## src/rtl/fft_shuffle_pkg.sv

```systemverilog
// Shared constants, sizing helper and reader state type for the 3-parallel
// FFT shuffle/deshuffle blocks.
package fft_shuffle_pkg;

  localparam int unsigned LANES   = 3;
  localparam int unsigned PERIODS = 3;

  // Bits needed to index n entries; never returns less than 1.
  function automatic int unsigned clog2(input int unsigned n);
    int unsigned r;
    r = 0;
    while ((32'd1 << r) < n) r = r + 1;
    return (r == 0) ? 32'd1 : r;
  endfunction

  typedef enum logic [0:0] {
    IDLE  = 1'b0,
    DRAIN = 1'b1
  } rd_state_e;

endpackage

```

## src/rtl/frame_bank.sv

```systemverilog
// One frame of storage: PERIODS x LANES x DEPTH samples of W bits.
// Ports:
//   clk                 - clock
//   we                  - write strobe for one input beat
//   wr_period, wr_idx   - period and beat index of the write
//   wr_data             - the 3-lane input vector
//   rd_period, rd_idx   - transposed read address
//   rd_data_c           - combinational 3-lane read vector; lane j returns
//                         the sample written in period j, lane rd_period
module frame_bank
  import fft_shuffle_pkg::*;
#(
  parameter int unsigned W     = 32,
  parameter int unsigned DEPTH = 4,
  localparam int unsigned PW   = clog2(PERIODS),
  localparam int unsigned KW   = clog2(DEPTH)
) (
  input  logic                        clk,
  input  logic                        we,
  input  logic [PW-1:0]               wr_period,
  input  logic [KW-1:0]               wr_idx,
  input  logic [LANES-1:0][W-1:0]     wr_data,
  input  logic [PW-1:0]               rd_period,
  input  logic [KW-1:0]               rd_idx,
  output logic [LANES-1:0][W-1:0]     rd_data_c
);

  logic [W-1:0] mem [PERIODS][LANES][DEPTH];

  for (genvar i = 0; i < LANES; i++) begin : g_lane
    // Write port: lane i of the beat lands in its own lane slot.
    always_ff @(posedge clk) begin
      if (we) mem[wr_period][i][wr_idx] <= wr_data[i];
    end

    // Read port: the period and lane axes swap places.
    assign rd_data_c[i] = mem[i][rd_period][rd_idx];
  end

endmodule

```

## src/rtl/data_deshuffler_3p.sv

```systemverilog
// Undoes the 3-lane lane/period interleave at the output of a 3-parallel FFT
// stage. Each 3*DEPTH-beat frame is written into one of two ping-pong banks
// and read back as a 3x3 block transpose, so input never stalls.
// Ports:
//   clk, rst            - clock, synchronous active-high reset
//   in_valid            - input beat present (gaps allowed)
//   in0..in2            - input lanes
//   out_valid, out_sop  - output beat valid, first beat of a frame
//   out0..out2          - output lanes (zero when out_valid is low)
module data_deshuffler_3p
  import fft_shuffle_pkg::*;
#(
  parameter int unsigned W     = 32,
  parameter int unsigned DEPTH = 4
) (
  input  logic         clk,
  input  logic         rst,
  input  logic         in_valid,
  input  logic [W-1:0] in0,
  input  logic [W-1:0] in1,
  input  logic [W-1:0] in2,
  output logic         out_valid,
  output logic         out_sop,
  output logic [W-1:0] out0,
  output logic [W-1:0] out1,
  output logic [W-1:0] out2
);

  localparam int unsigned PW = clog2(PERIODS);
  localparam int unsigned KW = clog2(DEPTH);
  localparam logic [PW-1:0] LAST_P = PW'(PERIODS - 1);
  localparam logic [KW-1:0] LAST_K = KW'(DEPTH - 1);

  // Writer state
  logic          wb;
  logic [PW-1:0] wp;
  logic [KW-1:0] wk;
  logic          frame_done_c;
  logic [1:0]    we_c;
  logic [1:0]    full_set_c;
  logic [LANES-1:0][W-1:0] wr_data_c;

  // Reader state
  rd_state_e     state, state_d;
  logic          rb, rb_d;
  logic [PW-1:0] rq, rq_d;
  logic [KW-1:0] rk, rk_d;
  logic [1:0]    full;
  logic [1:0]    full_clr_c;
  logic          emit_c, sop_c, rd_bank_c;
  logic [PW-1:0] rd_q_c;
  logic [KW-1:0] rd_k_c;
  logic [LANES-1:0][W-1:0] rd_data_c [2];
  logic [LANES-1:0][W-1:0] rd_vec_c;

  assign wr_data_c    = {in2, in1, in0};
  assign frame_done_c = in_valid && (wp == LAST_P) && (wk == LAST_K);
  // A beat arriving in the reset cycle is dropped.
  assign we_c[0]      = in_valid && !rst && !wb;
  assign we_c[1]      = in_valid && !rst && wb;
  assign full_set_c   = frame_done_c ? (wb ? 2'b10 : 2'b01) : 2'b00;

  frame_bank #(.W(W), .DEPTH(DEPTH)) u_bank0 (
    .clk       (clk),
    .we        (we_c[0]),
    .wr_period (wp),
    .wr_idx    (wk),
    .wr_data   (wr_data_c),
    .rd_period (rd_q_c),
    .rd_idx    (rd_k_c),
    .rd_data_c (rd_data_c[0])
  );

  frame_bank #(.W(W), .DEPTH(DEPTH)) u_bank1 (
    .clk       (clk),
    .we        (we_c[1]),
    .wr_period (wp),
    .wr_idx    (wk),
    .wr_data   (wr_data_c),
    .rd_period (rd_q_c),
    .rd_idx    (rd_k_c),
    .rd_data_c (rd_data_c[1])
  );

  assign rd_vec_c = rd_bank_c ? rd_data_c[1] : rd_data_c[0];

  // Write counters: index, then period, then bank toggle at frame end.
  always_ff @(posedge clk) begin
    if (rst) begin
      wb <= 1'b0;
      wp <= '0;
      wk <= '0;
    end else if (in_valid) begin
      if (wk == LAST_K) begin
        wk <= '0;
        if (wp == LAST_P) begin
          wp <= '0;
          wb <= ~wb;
        end else begin
          wp <= PW'(wp + 1'b1);
        end
      end else begin
        wk <= KW'(wk + 1'b1);
      end
    end
  end

  // Reader next state. rq/rk address the beat currently on the outputs;
  // rd_* address the beat to be registered at the next edge.
  always_comb begin
    state_d    = state;
    rb_d       = rb;
    rq_d       = rq;
    rk_d       = rk;
    emit_c     = 1'b0;
    sop_c      = 1'b0;
    rd_bank_c  = rb;
    rd_q_c     = rq;
    rd_k_c     = rk;
    full_clr_c = 2'b00;

    case (state)
      IDLE: begin
        if (full != 2'b00) begin
          emit_c    = 1'b1;
          sop_c     = 1'b1;
          rd_bank_c = full[0] ? 1'b0 : 1'b1;
          rd_q_c    = '0;
          rd_k_c    = '0;
          rb_d      = rd_bank_c;
          rq_d      = '0;
          rk_d      = '0;
          state_d   = DRAIN;
        end
      end
      DRAIN: begin
        if ((rq == LAST_P) && (rk == LAST_K)) begin
          // Last beat is showing: release the bank, chain into the other
          // bank without a bubble if it has already filled.
          full_clr_c[rb] = 1'b1;
          if (full[~rb]) begin
            emit_c    = 1'b1;
            sop_c     = 1'b1;
            rd_bank_c = ~rb;
            rd_q_c    = '0;
            rd_k_c    = '0;
            rb_d      = ~rb;
            rq_d      = '0;
            rk_d      = '0;
          end else begin
            state_d = IDLE;
          end
        end else begin
          emit_c = 1'b1;
          if (rk == LAST_K) begin
            rk_d = '0;
            rq_d = PW'(rq + 1'b1);
          end else begin
            rk_d = KW'(rk + 1'b1);
          end
          rd_q_c = rq_d;
          rd_k_c = rk_d;
        end
      end
      default: state_d = IDLE;
    endcase
  end

  // Reader registers, bank-full flags and registered outputs.
  always_ff @(posedge clk) begin
    if (rst) begin
      state     <= IDLE;
      rb        <= 1'b0;
      rq        <= '0;
      rk        <= '0;
      full      <= 2'b00;
      out_valid <= 1'b0;
      out_sop   <= 1'b0;
      out0      <= '0;
      out1      <= '0;
      out2      <= '0;
    end else begin
      state     <= state_d;
      rb        <= rb_d;
      rq        <= rq_d;
      rk        <= rk_d;
      full      <= (full & ~full_clr_c) | full_set_c;
      out_valid <= emit_c;
      out_sop   <= sop_c;
      out0      <= emit_c ? rd_vec_c[0] : '0;
      out1      <= emit_c ? rd_vec_c[1] : '0;
      out2      <= emit_c ? rd_vec_c[2] : '0;
    end
  end

endmodule
```

## config.mk

```make
export PLATFORM = sky130hd
export DESIGN_NAME = data_deshuffler_3p
export DESIGN_NICKNAME = d
export VERILOG_FILES = /design/src/rtl/fft_shuffle_pkg.sv /design/src/rtl/frame_bank.sv /design/src/rtl/data_deshuffler_3p.sv
export SDC_FILE = /design/constraint.sdc
export NUM_CORES = 2
export LEC_CHECK = 0
export BUFFER_PORTS_ARGS = -buffer_cell sky130_fd_sc_hd__buf_2
export CAP_MARGIN = 20
export CORE_ASPECT_RATIO = 0.7
export CORE_MARGIN = 2
export CORE_UTILIZATION = 40
export CTS_CLUSTER_SIZE = 30
export DETAILED_ROUTE_END_ITERATION = 7
export PLACE_DENSITY = 0.58
export SETUP_SLACK_MARGIN = 0.1
export SLEW_MARGIN = 0
export SYNTH_ARGS = -nofsm -noshare
export SYNTH_HDL_FRONTEND = slang
export SYNTH_HIERARCHICAL = 1
export SYNTH_SLANG_ARGS = --single-unit
```

## constraint.sdc

```tcl
create_clock -name clk -period 10.79 [get_ports clk]
set_input_delay 0.5395 -clock clk [delete_from_list [all_inputs] [get_ports clk]]
set_output_delay 0.5395 -clock clk [all_outputs]
set_load 0.005 [all_outputs]
```

==> flow_summary.json <==
{
  "critPathRequiredTime_ps": 11500,
  "cap_violations": 0,
  "numCtsBuffers": 228,
  "placedInstanceArea_sq_um": 95300,
  "yosysSeqAreaShare_pct": 78.6,
  "avgSynthCellArea_sq_um": 21.6,
  "cts.sinks": 2414,
  "syn-instance-count": 4215,
  "grt_pass1_wl_mm": 331,
  "synth-main-ff-cell": "edfxtp_1",
  "p_leak_uw": 0.0318,
  "crit_path_start_kind": "flop",
  "cp-end-kind": "flop",
  "cts-root-buf": "clkbuf_16",
  "vias_per_cell": 5.73,
  "insertion_delay_ps": 900,
  "crit_buf_inv": 2,
  "cp.arrival_ps": 5790,
  "area_growth_pct": 13.2,
  "setup_viol": 0,
  "postCtsSetupRepairBufs": 0,
  "dr_total_vias": 44300,
  "power.switching_fraction_pct": 19.7,
  "cts_buffer_depth": 4,
  "crit_top_cell": "o21ai_0",
  "power.switching_uw": 3650,
  "core_sq_um": 226000,
  "finalHoldViolations": 0,
  "outcome": "finished clean",
  "slowest_stage": "buf_4",
  "comb_power_share_pct": 1.2,
  "p_int_uw": 14900,
  "yosys_warnings": 6,
  "path_delay_family": "buffers and inverters",
  "dp_hpwl_mm": 113,
  "htree_levels": 4,
  "layout.nets": 4598,
  "cp_cell_sequence": "ha_1, nand2_2, nor4_1, o21ai_0, nand2_4, buf_12, buf_4, mux4_2, a22oi_1, nand2_1, o21ai_0, a21oi_2",
  "worstSetupPathType": "flop to flop",
  "drt-pass1-iter-count": 7,
  "drt-total-wl_mm": 230,
  "dr.first_iter.drc_count": 4843,
  "cp_max_fo": 136,
  "postCtsHoldBufs": 3,
  "gp_congestion": 0.717,
  "setup_tns_ps": 0,
  "clkTransAtPathRegs_ps": 60,
  "synth-edff-count": 2304,
  "design_area_sq_um": 103000,
  "pwr-share-clk_pct": 43.4,
  "hp-class": "input pin to flop",
  "tightest_slew_ps": 1150,
  "cts_tree": "built",
  "synthArstFlopShare_pct": 0,
  "synth-seq-cells": 2414,
  "grt_max_degree": 137,
  "layout_min_cycle_time_ps": 5090,
  "post-route-period-util_pct": 47.2,
  "cts_resized": 0,
  "hold_depth": 1,
  "fin_skew_ps": 70.6,
  "wire_per_inst_microns": 29.8,
  "antenna_found_initial": 30,
  "rows": 146,
  "drive_gt1_share_pct": 27.1,
  "grtUsageTotal_pct": 19.8,
  "num_io_pins": 197,
  "max_freq_mhz": 197,
  "drcViolationCount": 0,
  "dieArea_sq_um": 231000,
  "postRouteAntennaNets": 0,
  "ys_types": 41,
  "die_y_microns": 403,
  "rsz0062_at_grt": "no",
  "grt_overflow_total": 0,
  "power_frac_seq_pct": 55.5,
  "slew_headroom_pct": 23.2,
  "io_buffers": 196,
  "peakVddDrop_mv": 0.176,
  "die_w_microns": 574,
  "syn_area_sq_um": 90800,
  "path_depth": 12,
  "r2r_cells": 12,
  "synth_nets": 4317,
  "grt_pass1_vias": 45600,
  "start_util_pct": 40.2,
  "maxSlewViolCount": 0,
  "p_per_area_nw_per_um2": 181,
  "critical_path.max_stage_delay_ps": 840
}
[worst reg2reg max path, delay by kind of cell, from the launching register on]
family                   cells  cell delay [ps]
buffers and inverters        2             1740
adder cells (fa/ha/maj)      1              400
AO/OA/AOI/OAI                4              630
multiplexers                 1              430
AND/OR/NAND/NOR              4             1270
flip-flops                   1              430
[sequential cells by signal, summed over array words and instances (netlist names)]
| name | flops |
|---|---|
| out0 | 32 |
| rk | 2 |
| out1 | 32 |
| out2 | 32 |
| wb | 1 |
| full | 2 |
| out_sop | 1 |
| rb | 1 |
| wk | 2 |
| u_bank1/mem | 1152 |
| rq | 2 |
| state | 1 |
| wp | 2 |
| u_bank0/mem | 1152 |
[Yosys cell counts, drive strengths merged (2+ instances only)]
library cell,number,area (sq um)
nand2,392,1470
nand2b,4,25.0
nor2,28,105
mux2i,3,30.0
nand3b,4,30.0
nor2b,8,50.1
edfxtp,2304,69200
nand4b,2,23.8
a22oi,193,1450
a21oi,106,643
nor3b,2,15.0
or3b,2,17.5
nor3,10,50.1
clkbuf,96,360
or2,2,12.5
ha,3,37.5
mux4,576,13000
o21ai,101,509
buf,153,1030
nand3,99,495
inv,5,18.8
dfxtp,110,2200
[logic make-up after synthesis]
family          count (synthesis)  synth area share (%)
flops                        2414                  78.6
mux                           579                  14.3
simple gates                  559                  2.58
compound gates                406                  2.92
buf+inv                       254                  1.55
fa+ha+maj                       3                0.0413
[per-layer routing]
metal	track usage [%]	wire, microns	vias up
met5	0	112	-
li1	-	-	18000
met4	5.21	5950	20
met2	30.4	106000	1932
met3	4.65	20400	377
met1	28.6	98400	23900
[placed cells by master (no fill, tap or decap), types with 3 or more instances in the layout]
cell type      synthesis  layout
edfxtp_1            2304    2304
mux4_2               576     576
nand2_1              391     390
clkbuf_16              0     232
buf_2                 82     196
a22oi_1              193     193
dfxtp_1              110     110
o21ai_0              100     100
nand3_1               99      99
buf_4                 27      92
a21oi_1               76      76
clkbuf_1              96      61
clkinv_2               0      34
clkinv_1               0      34
a21oi_2               30      30
bufinv_16              0      22
nor2_4                 0      18
clkbuf_8               0      16
nor2_1                28      10
clkinvlp_4             0      10
buf_12                 0       8
nor3_2                 0       8
diode_2                0       6
inv_1                  5       5
nor2b_1                8       4
nor2b_4                0       4
nand3b_1               4       4
nand2b_1               4       4
mux2i_1                3       3
ha_1                   3       3
clkinv_4               0       3
clkinv_8               0       3
dlygate4sd3_1          0       3
[power groups by stage]
| stage | sequential, uW | combinational [uW] | clock, uW |
|---|---|---|---|
| after floorplan | 10500 | 44.8 | 0 |
| after global placement | 10500 | 210 | 0 |
| after detailed placement | 10500 | 220 | 0 |
| after CTS | 10300 | 221 | 8240 |
| after global routing | 10300 | 240 | 8600 |
| final | 10300 | 216 | 8050 |
[layout make-up]
class / instances / area (sq um)
clock inverter: 111 / 1180
multi-input combinational: 1547 / 18300
fill: 18900 / 123000
clock buffer: 309 / 6250
tap: 3034 / 3800
sequential: 2414 / 71400
timing repair buffer: 300 / 1890
antenna: 6 / 15.0
inverter: 5 / 18.8
[path summary, 6_finish.rpt]
| path | slack (ps) | endpoint | start |
|---|---|---|---|
| setup / recovery | 5700 | out2[3]$_SDFF_PP0_ | rk[0]$_SDFF_PP0_ |
| hold / removal | 100 | u_bank0/mem[1][381]$_DFFE_PP_ | in0[29] |
| setup reg to reg | 5700 | out2[3]$_SDFF_PP0_ | rk[0]$_SDFF_PP0_ |
| hold reg to reg | 540 | wb$_SDFFE_PP0N_ | wb$_SDFFE_PP0N_ |
[metrics by stage]
stage               hold slack (ps)  cells  util (%)  worst slack, ps  power (uW)
global placement                501   7294      42.2             5800       10700
finish                         97.5   7726      45.5             5700       18600
detailed placement              520   7295      42.2             5750       10700
CTS                            32.3   7718      45.5             5740       18800
floorplan                       467   4215         -             2070       10600
global route                   87.9   7722      45.5             5360       19100
Power figures use the tool's default switching activity.
